===== config.mk =====
export PLATFORM = sky130hd
export DESIGN_NAME = islemci_cok_dongulu_flat
export DESIGN_NICKNAME = d
export VERILOG_FILES = /design/src/rtl/islemci_cok_dongulu_if.sv /design/src/rtl/islemci_cok_dongulu.sv /design/src/flat_wrapper.sv
export SDC_FILE = /design/constraint.sdc
export NUM_CORES = 2
export LEC_CHECK = 0
export CORE_AREA = 4 4 670 672
export CTS_BUF_LIST = sky130_fd_sc_hd__clkbuf_8 sky130_fd_sc_hd__clkbuf_16
export DETAILED_ROUTE_END_ITERATION = 8
export DIE_AREA = 0 0 674 676
export DONT_BUFFER_PORTS = 1
export SYNTH_ARGS = -nofsm -noshare
export SYNTH_HDL_FRONTEND = slang
export SYNTH_SLANG_ARGS = --single-unit
export TNS_END_PERCENT = 10

===== constraint.sdc =====
create_clock -name saat -period 4.9 [get_ports saat]
set_clock_uncertainty 0.1 [all_clocks]
set_input_delay 0.735 -clock saat [delete_from_list [all_inputs] [get_ports saat]]
set_output_delay 0.735 -clock saat [all_outputs]
set_load 0.05 [all_outputs]

===== src/rtl/islemci_cok_dongulu_if.sv =====
// Instruction handshake bundle for islemci_cok_dongulu.
// master: instruction source, slave: the core.
interface islemci_cok_dongulu_if;
    logic [31:0] buyruk;
    logic        buyruk_gecerli;
    logic        buyruk_hazir;

    modport master (
        output buyruk,
        output buyruk_gecerli,
        input  buyruk_hazir
    );

    modport slave (
        input  buyruk,
        input  buyruk_gecerli,
        output buyruk_hazir
    );
endinterface


===== src/rtl/islemci_cok_dongulu.sv =====
// islemci_cok_dongulu: multi-cycle RV32I-subset core.
// Five-state FSM (AL, COZ, YURUT, BELLEK, YAZ) with a byte-serial data-memory phase.
// Optional feature: define ISLEMCI_MUL_EN to enable the R-type MUL instruction;
// without it that encoding is illegal and sets hata.
module islemci_cok_dongulu #(
    parameter int unsigned YAZMAC_SAYISI   = 32,
    parameter int unsigned BELLEK_DERINLIK = 256,
    parameter logic [31:0] PC_BASLANGIC    = 32'h0000_0000
) (
    input  logic                      saat,
    input  logic                      reset,
    islemci_cok_dongulu_if.slave      bag,
    output logic [31:0]               program_sayaci,
    output logic [31:0]               y_on,
    output logic                      hata
);

    localparam int unsigned YA = $clog2(YAZMAC_SAYISI);
    localparam int unsigned BA = $clog2(BELLEK_DERINLIK);

    typedef enum logic [2:0] {AL, COZ, YURUT, BELLEK, YAZ} durum_t;

    durum_t        durum;
    logic          hazir;
    logic [31:0]   ir;
    logic [31:0]   a;
    logic [31:0]   b;
    logic [31:0]   imm;
    logic [31:0]   sonuc;
    logic [31:0]   yeni_pc;
    logic          yaz_en;
    logic          bel_oku;
    logic          bel_yaz;
    logic          yasadisi;
    logic [31:0]   veri;
    logic [1:0]    sayac;
    logic [31:0]   yazmac [YAZMAC_SAYISI];
    logic [7:0]    bellek [BELLEK_DERINLIK];

    logic [6:0]    op;
    logic [2:0]    f3;
    logic [6:0]    f7;
    logic [YA-1:0] rs1;
    logic [YA-1:0] rs2;
    logic [YA-1:0] rd;
    logic [BA-1:0] bayt_adr;
    logic [31:0]   toplam;

    logic [31:0]   d_imm;
    logic [31:0]   d_sonuc;
    logic [31:0]   d_yeni_pc;
    logic          d_yaz;
    logic          d_oku;
    logic          d_yazma;
    logic          d_yasadisi;
    logic          dal_alindi;

    assign op       = ir[6:0];
    assign f3       = ir[14:12];
    assign f7       = ir[31:25];
    assign rs1      = ir[15 +: YA];
    assign rs2      = ir[20 +: YA];
    assign rd       = ir[7 +: YA];
    assign toplam   = a + imm;
    assign bayt_adr = sonuc[BA-1:0] + BA'(sayac);

    assign bag.buyruk_hazir = hazir;
    assign y_on             = yazmac[10];

    // Immediate generation from the latched instruction, by format.
    always_comb begin
        d_imm = {{20{ir[31]}}, ir[31:20]};
        case (ir[6:0])
            7'b0100011: d_imm = {{20{ir[31]}}, ir[31:25], ir[11:7]};
            7'b1100011: d_imm = {{19{ir[31]}}, ir[31], ir[7], ir[30:25], ir[11:8], 1'b0};
            7'b0110111: d_imm = {ir[31:12], 12'b0};
            default:    d_imm = {{20{ir[31]}}, ir[31:20]};
        endcase
    end

    // Execute-stage decode: ALU result, next PC, memory intent, legality.
    always_comb begin
        d_sonuc    = '0;
        d_yeni_pc  = program_sayaci + 32'd4;
        d_yaz      = 1'b0;
        d_oku      = 1'b0;
        d_yazma    = 1'b0;
        d_yasadisi = 1'b0;
        dal_alindi = 1'b0;
        case (op)
            7'b0110011: begin
                d_yaz = 1'b1;
                if (f7 == 7'b0000000) begin
                    case (f3)
                        3'b000:  d_sonuc = a + b;
                        3'b001:  d_sonuc = a << b[4:0];
                        3'b010:  d_sonuc = {31'b0, $signed(a) < $signed(b)};
                        3'b100:  d_sonuc = a ^ b;
                        3'b101:  d_sonuc = a >> b[4:0];
                        3'b110:  d_sonuc = a | b;
                        3'b111:  d_sonuc = a & b;
                        default: begin
                            d_yaz      = 1'b0;
                            d_yasadisi = 1'b1;
                        end
                    endcase
                end else if (f7 == 7'b0100000 && f3 == 3'b000) begin
                    d_sonuc = a - b;
`ifdef ISLEMCI_MUL_EN
                end else if (f7 == 7'b0000001 && f3 == 3'b000) begin
                    d_sonuc = a * b;
`endif
                end else begin
                    d_yaz      = 1'b0;
                    d_yasadisi = 1'b1;
                end
            end
            7'b0010011: begin
                if (f3 == 3'b000) begin
                    d_sonuc = toplam;
                    d_yaz   = 1'b1;
                end else begin
                    d_yasadisi = 1'b1;
                end
            end
            7'b0110111: begin
                d_sonuc = imm;
                d_yaz   = 1'b1;
            end
            7'b0000011: begin
                if (f3 == 3'b010) begin
                    d_sonuc = toplam;
                    d_oku   = 1'b1;
                    d_yaz   = 1'b1;
                end else begin
                    d_yasadisi = 1'b1;
                end
            end
            7'b0100011: begin
                if (f3 == 3'b010) begin
                    d_sonuc = toplam;
                    d_yazma = 1'b1;
                end else begin
                    d_yasadisi = 1'b1;
                end
            end
            7'b1100011: begin
                if (f3 == 3'b000 || f3 == 3'b001) begin
                    dal_alindi = (f3 == 3'b000) ? (a == b) : (a != b);
                    if (dal_alindi) begin
                        d_yeni_pc = program_sayaci + imm;
                    end
                end else begin
                    d_yasadisi = 1'b1;
                end
            end
            7'b1100111: begin
                if (f3 == 3'b000) begin
                    d_sonuc   = program_sayaci + 32'd4;
                    d_yeni_pc = toplam & ~32'd1;
                    d_yaz     = 1'b1;
                end else begin
                    d_yasadisi = 1'b1;
                end
            end
            default: d_yasadisi = 1'b1;
        endcase
    end

    // Main FSM: fetch, decode, execute, byte-serial memory, writeback.
    always_ff @(posedge saat) begin
        if (!reset) begin
            durum          <= AL;
            hazir          <= 1'b1;
            program_sayaci <= PC_BASLANGIC;
            hata           <= 1'b0;
            sayac          <= '0;
            ir             <= '0;
            a              <= '0;
            b              <= '0;
            imm            <= '0;
            sonuc          <= '0;
            yeni_pc        <= '0;
            yaz_en         <= 1'b0;
            bel_oku        <= 1'b0;
            bel_yaz        <= 1'b0;
            yasadisi       <= 1'b0;
            veri           <= '0;
            for (int unsigned i = 0; i < YAZMAC_SAYISI; i++) begin
                yazmac[i] <= '0;
            end
        end else begin
            case (durum)
                AL: begin
                    if (bag.buyruk_gecerli) begin
                        ir    <= bag.buyruk;
                        hazir <= 1'b0;
                        durum <= COZ;
                    end
                end
                COZ: begin
                    a     <= yazmac[rs1];
                    b     <= yazmac[rs2];
                    imm   <= d_imm;
                    durum <= YURUT;
                end
                YURUT: begin
                    sonuc    <= d_sonuc;
                    yeni_pc  <= d_yeni_pc;
                    yaz_en   <= d_yaz;
                    bel_oku  <= d_oku;
                    bel_yaz  <= d_yazma;
                    yasadisi <= d_yasadisi;
                    veri     <= b;
                    sayac    <= '0;
                    durum    <= (d_oku || d_yazma) ? BELLEK : YAZ;
                end
                BELLEK: begin
                    // One shift register serves both directions: the store
                    // byte leaves at the bottom while the loaded byte enters
                    // at the top, so after four cycles a load is assembled
                    // little-endian.
                    veri  <= {bellek[bayt_adr], veri[31:8]};
                    sayac <= sayac + 2'd1;
                    if (sayac == 2'd3) begin
                        durum <= YAZ;
                    end
                end
                YAZ: begin
                    if (yasadisi) begin
                        hata <= 1'b1;
                    end
                    if (yaz_en && rd != '0) begin
                        yazmac[rd] <= bel_oku ? veri : sonuc;
                    end
                    program_sayaci <= yeni_pc;
                    hazir          <= 1'b1;
                    durum          <= AL;
                end
                default: begin
                    hazir <= 1'b1;
                    durum <= AL;
                end
            endcase
        end
    end

    // Data memory byte writes; not reset, so bytes written before a reset survive it.
    always_ff @(posedge saat) begin
        if (reset && durum == BELLEK && bel_yaz) begin
            bellek[bayt_adr] <= veri[7:0];
        end
    end

endmodule


===== src/flat_wrapper.sv =====
// flat-port wrapper written by rule: the top's interface ports become plain ports
module islemci_cok_dongulu_flat 
#(
    parameter int unsigned YAZMAC_SAYISI   = 32,
    parameter int unsigned BELLEK_DERINLIK = 256,
    parameter logic [31:0] PC_BASLANGIC    = 32'h0000_0000
)
  (saat, reset, program_sayaci, y_on, hata, bag_buyruk, bag_buyruk_gecerli, bag_buyruk_hazir);
  islemci_cok_dongulu_if bag_i ();
  input  logic saat;
  input  logic reset;
  output logic [31:0] program_sayaci;
  output logic [31:0] y_on;
  output logic hata;
  input wire logic [$bits(bag_i.buyruk)-1:0] bag_buyruk;
  input wire logic [$bits(bag_i.buyruk_gecerli)-1:0] bag_buyruk_gecerli;
  output wire logic [$bits(bag_i.buyruk_hazir)-1:0] bag_buyruk_hazir;
  assign bag_i.buyruk = bag_buyruk;
  assign bag_i.buyruk_gecerli = bag_buyruk_gecerli;
  assign bag_buyruk_hazir = bag_i.buyruk_hazir;
  islemci_cok_dongulu #(.YAZMAC_SAYISI(YAZMAC_SAYISI), .BELLEK_DERINLIK(BELLEK_DERINLIK), .PC_BASLANGIC(PC_BASLANGIC)) u_core (.saat(saat), .reset(reset), .bag(bag_i), .program_sayaci(program_sayaci), .y_on(y_on), .hata(hata));
endmodule

==> results.py <==
metrics = {
    "timing": {
        "drv_slew": 0,
        "slew_headroom": 0.110,
        "holdWs_ps": 2.18,
        "fin_setup_tns_ps": 0,
        "fmax_mhz": 211,
        "setup_viol": 0,
        "period_minus_slack_ps": 4750,
        "rsz0062_at_grt": "no",
        "hold_violations": 0,
        "worst_pin_slew_ps": 1330,
        "worst_slack_ps": 151,
        "timing.final.crit_share": 0.969,
    },
    "placement": {
        "dp_hpwl_um": 341000,
        "numPortBuffers": 0,
        "pre_cts_ws_ps": 233,
        "place_area_um2": 165000,
        "gp_congestion": 0.964,
        "placed_cells": 15700,
    },
    "detailed_routing": {
        "drtIter0Drc": 12700,
        "drc": 0,
        "routed_wl_um": 524000,
        "ant_nets": 0,
        "wl_per_cell_um": 32.0,
        "num_vias": 96800,
        "via_per_inst": 5.90,
        "dr.pass1.iters": 6,
    },
    "setup_path": {
        "cp_data_required_time_ps": 5600,
        "cp.arrival_ps": 5450,
        "critPathCaptureType": "flip-flop",
        "crit_type": "flip-flop to flip-flop",
        "startpoint_type": "flip-flop",
        "rrSetupSlack_ps": 150,
        "cp_max_fo": 80,
        "worst-r2r-cell-count": 10,
    },
    "finish": {
        "final_area_um2": 177000,
        "drive_gt1_frac": 0.246,
        "area_delta_synth_final_pct": 14.6,
        "nets": 10400,
        "layout.cells.non_filler": 16400,
    },
    "clocking": {
        "clk_latency_ps": 960,
        "clock_sinks": 3339,
        "htree_levels": 5,
        "numCtsBuffers": 348,
        "cts_tree": "yes",
        "cts_resized": 0,
        "cts.hold.buffers_added": 31,
        "cts_setup_buffers": 0,
        "clk_pin_slew_ps": 80,
        "root_buffer": "clkbuf_16",
        "clk_path_buf_depth": 4,
    },
    "job": {
        "timing.max_cap.violations": 0,
    },
    "die": {
        "rows": 245,
        "io_pins": 101,
        "die_x_um": 674,
        "coreArea_um2": 444000,
        "die_area_um2": 456000,
        "initial_core_util": 0.348,
        "die_y_um": 676,
    },
    "grt": {
        "grt-ovfl-total": 0,
        "grt_usage": 0.225,
        "grt_max_degree": 257,
        "antenna_found_initial": 20,
        "grt_pass1_wl_um": 738000,
        "grt_pass1_vias": 96300,
    },
    "pwr": {
        "irDropWorstVdd_v": 0.000288,
        "power_density_nw_per_um2": 364,
        "p_leak_nw": 55.5,
    },
    "yosys": {
        "synthDistinctLibCells": 87,
        "synthCells": 9974,
        "yosys-top-cells-count": "edfxtp_1 (3,072), nor2_1 (1,593), mux4_2 (1,274)",
        "syn_avg_cell_area_um2": 15.5,
        "synth_largest_area_cell": "edfxtp_1",
        "yosysMostFrequentCell": "edfxtp_1",
        "syn-cell-area_um2": 154000,
        "synth_top_area_frac": 0.598,
        "synth-edff-count": 3072,
        "yosysSeqAreaShare": 0.632,
        "synthArstFlopShare": 0,
        "yosysWarnings": 0,
        "synth_flop_cell": "edfxtp_1",
        "synth_area_leaders": "edfxtp_1 (60%), mux4_2 (19%), nor2_1 (3.9%)",
        "synth_seq_cells": 3339,
    },
    "outcome": {
        "status": "finished, final reports clean",
    },
    "hold_path": {
        "hold_class": "input pin to flip-flop",
        "min_path_cells": 2,
    },
}
==> worst max-delay path: stages (launching register included) <==
cell and delay (ps):
dfxtp_1 390, ha_4 200, fa_4 930, buf_12 370
mux4_2 390, mux4_2 470, nand3_1 260, nand4_1 370
a2111oi_0 670, buf_4 230, a311oi_1 90
==> power by group <==
group          total (mW)  switching [mW]  internal, mW
clock                26.5            11.5          15.0
sequential           32.1           0.578          31.5
combinational        5.79            3.64          2.14
==> cells by family after synthesis <==
| logic type | count (synthesis) | share of synthesized area |
|---|---|---|
| xor+xnor | 135 | 0.00766 |
| buf+inv | 940 | 0.0241 |
| compound gates | 1244 | 0.0513 |
| fa+ha+maj | 170 | 0.0140 |
| simple gates | 2648 | 0.0704 |
| other cells | 1 | 0.0000243 |
| flops | 3339 | 0.632 |
| mux | 1497 | 0.200 |
==> path summary, 6_finish.rpt <==
kind | start | to
worst min register to register | u_core.yeni_pc[5]$_SDFFE_PN0N_ | u_core.program_sayaci[5]$_SDFFE_PN0N_
worst max-delay path | u_core.sonuc[0]$_SDFFE_PN0N_ | u_core.veri[24]$_SDFFE_PN0P_
worst max register to register | u_core.sonuc[0]$_SDFFE_PN0N_ | u_core.veri[24]$_SDFFE_PN0P_
worst min-delay path | bag_buyruk[12] | u_core.ir[12]$_SDFFE_PN0P_
==> cell usage in the layout, fill, tap and decap left out, types with 64 or more instances in the layout <==
cell type	count
edfxtp_1	3072
mux2i_1	172
xnor2_1	87
ha_1	164
clkbuf_16	355
o21ai_0	299
buf_4	506
nor3_1	64
mux4_2	1274
a211oi_1	126
nor2_1	1585
nand2_1	560
a21oi_1	372
dfxtp_1	240
nand3_1	131
buf_12	91
inv_1	197
==> per-stage QoR <==
| step | total power [mW] | util |
|---|---|---|
| finish | 64.4 | 0.399 |
| global route | 66.2 | 0.399 |
| CTS | 64.7 | 0.399 |
| detailed placement | 38.3 | 0.372 |
| global placement | 38.2 | 0.372 |
| floorplan | 35.8 | - |
==> final cells by class <==
type / count / area (um^2)
Multi-Input combinational cell: 5726 / 54000
Fill cell: 40000 / 267000
Tap cell: 5928 / 7420
Sequential cell: 3339 / 97700
Clock inverter: 277 / 2330
Timing Repair Buffer: 629 / 5980
Antenna cell: 4 / 10.0
Clock buffer: 364 / 9010
Inverter: 125 / 477
==> sequential cells by signal, indices dropped and copies added, names as in the netlist <==
register                 flops
u_core.bag.buyruk_hazir      1
u_core.yazmac             1024
u_core.bel_yaz               1
u_core.ir                   32
u_core.imm                  32
u_core.program_sayaci       32
u_core.durum                 3
u_core.sayac                 2
u_core.sonuc                32
u_core.bellek             2048
u_core.yaz_en                1
u_core.yeni_pc              32
u_core.a                    32
u_core.b                    32
u_core.veri                 32
u_core.bel_oku               1
u_core.hata                  1
u_core.yasadisi              1
==> per-layer routing <==
metal	global-route usage	vias up	wire length, um
li1	-	39600	-
met1	0.301	50800	203000
met2	0.360	5385	247000
met3	0.0421	987	48200
met4	0.0964	2	25300
met5	0	-	13
Note: power is estimated with default switching activity, not from simulation.
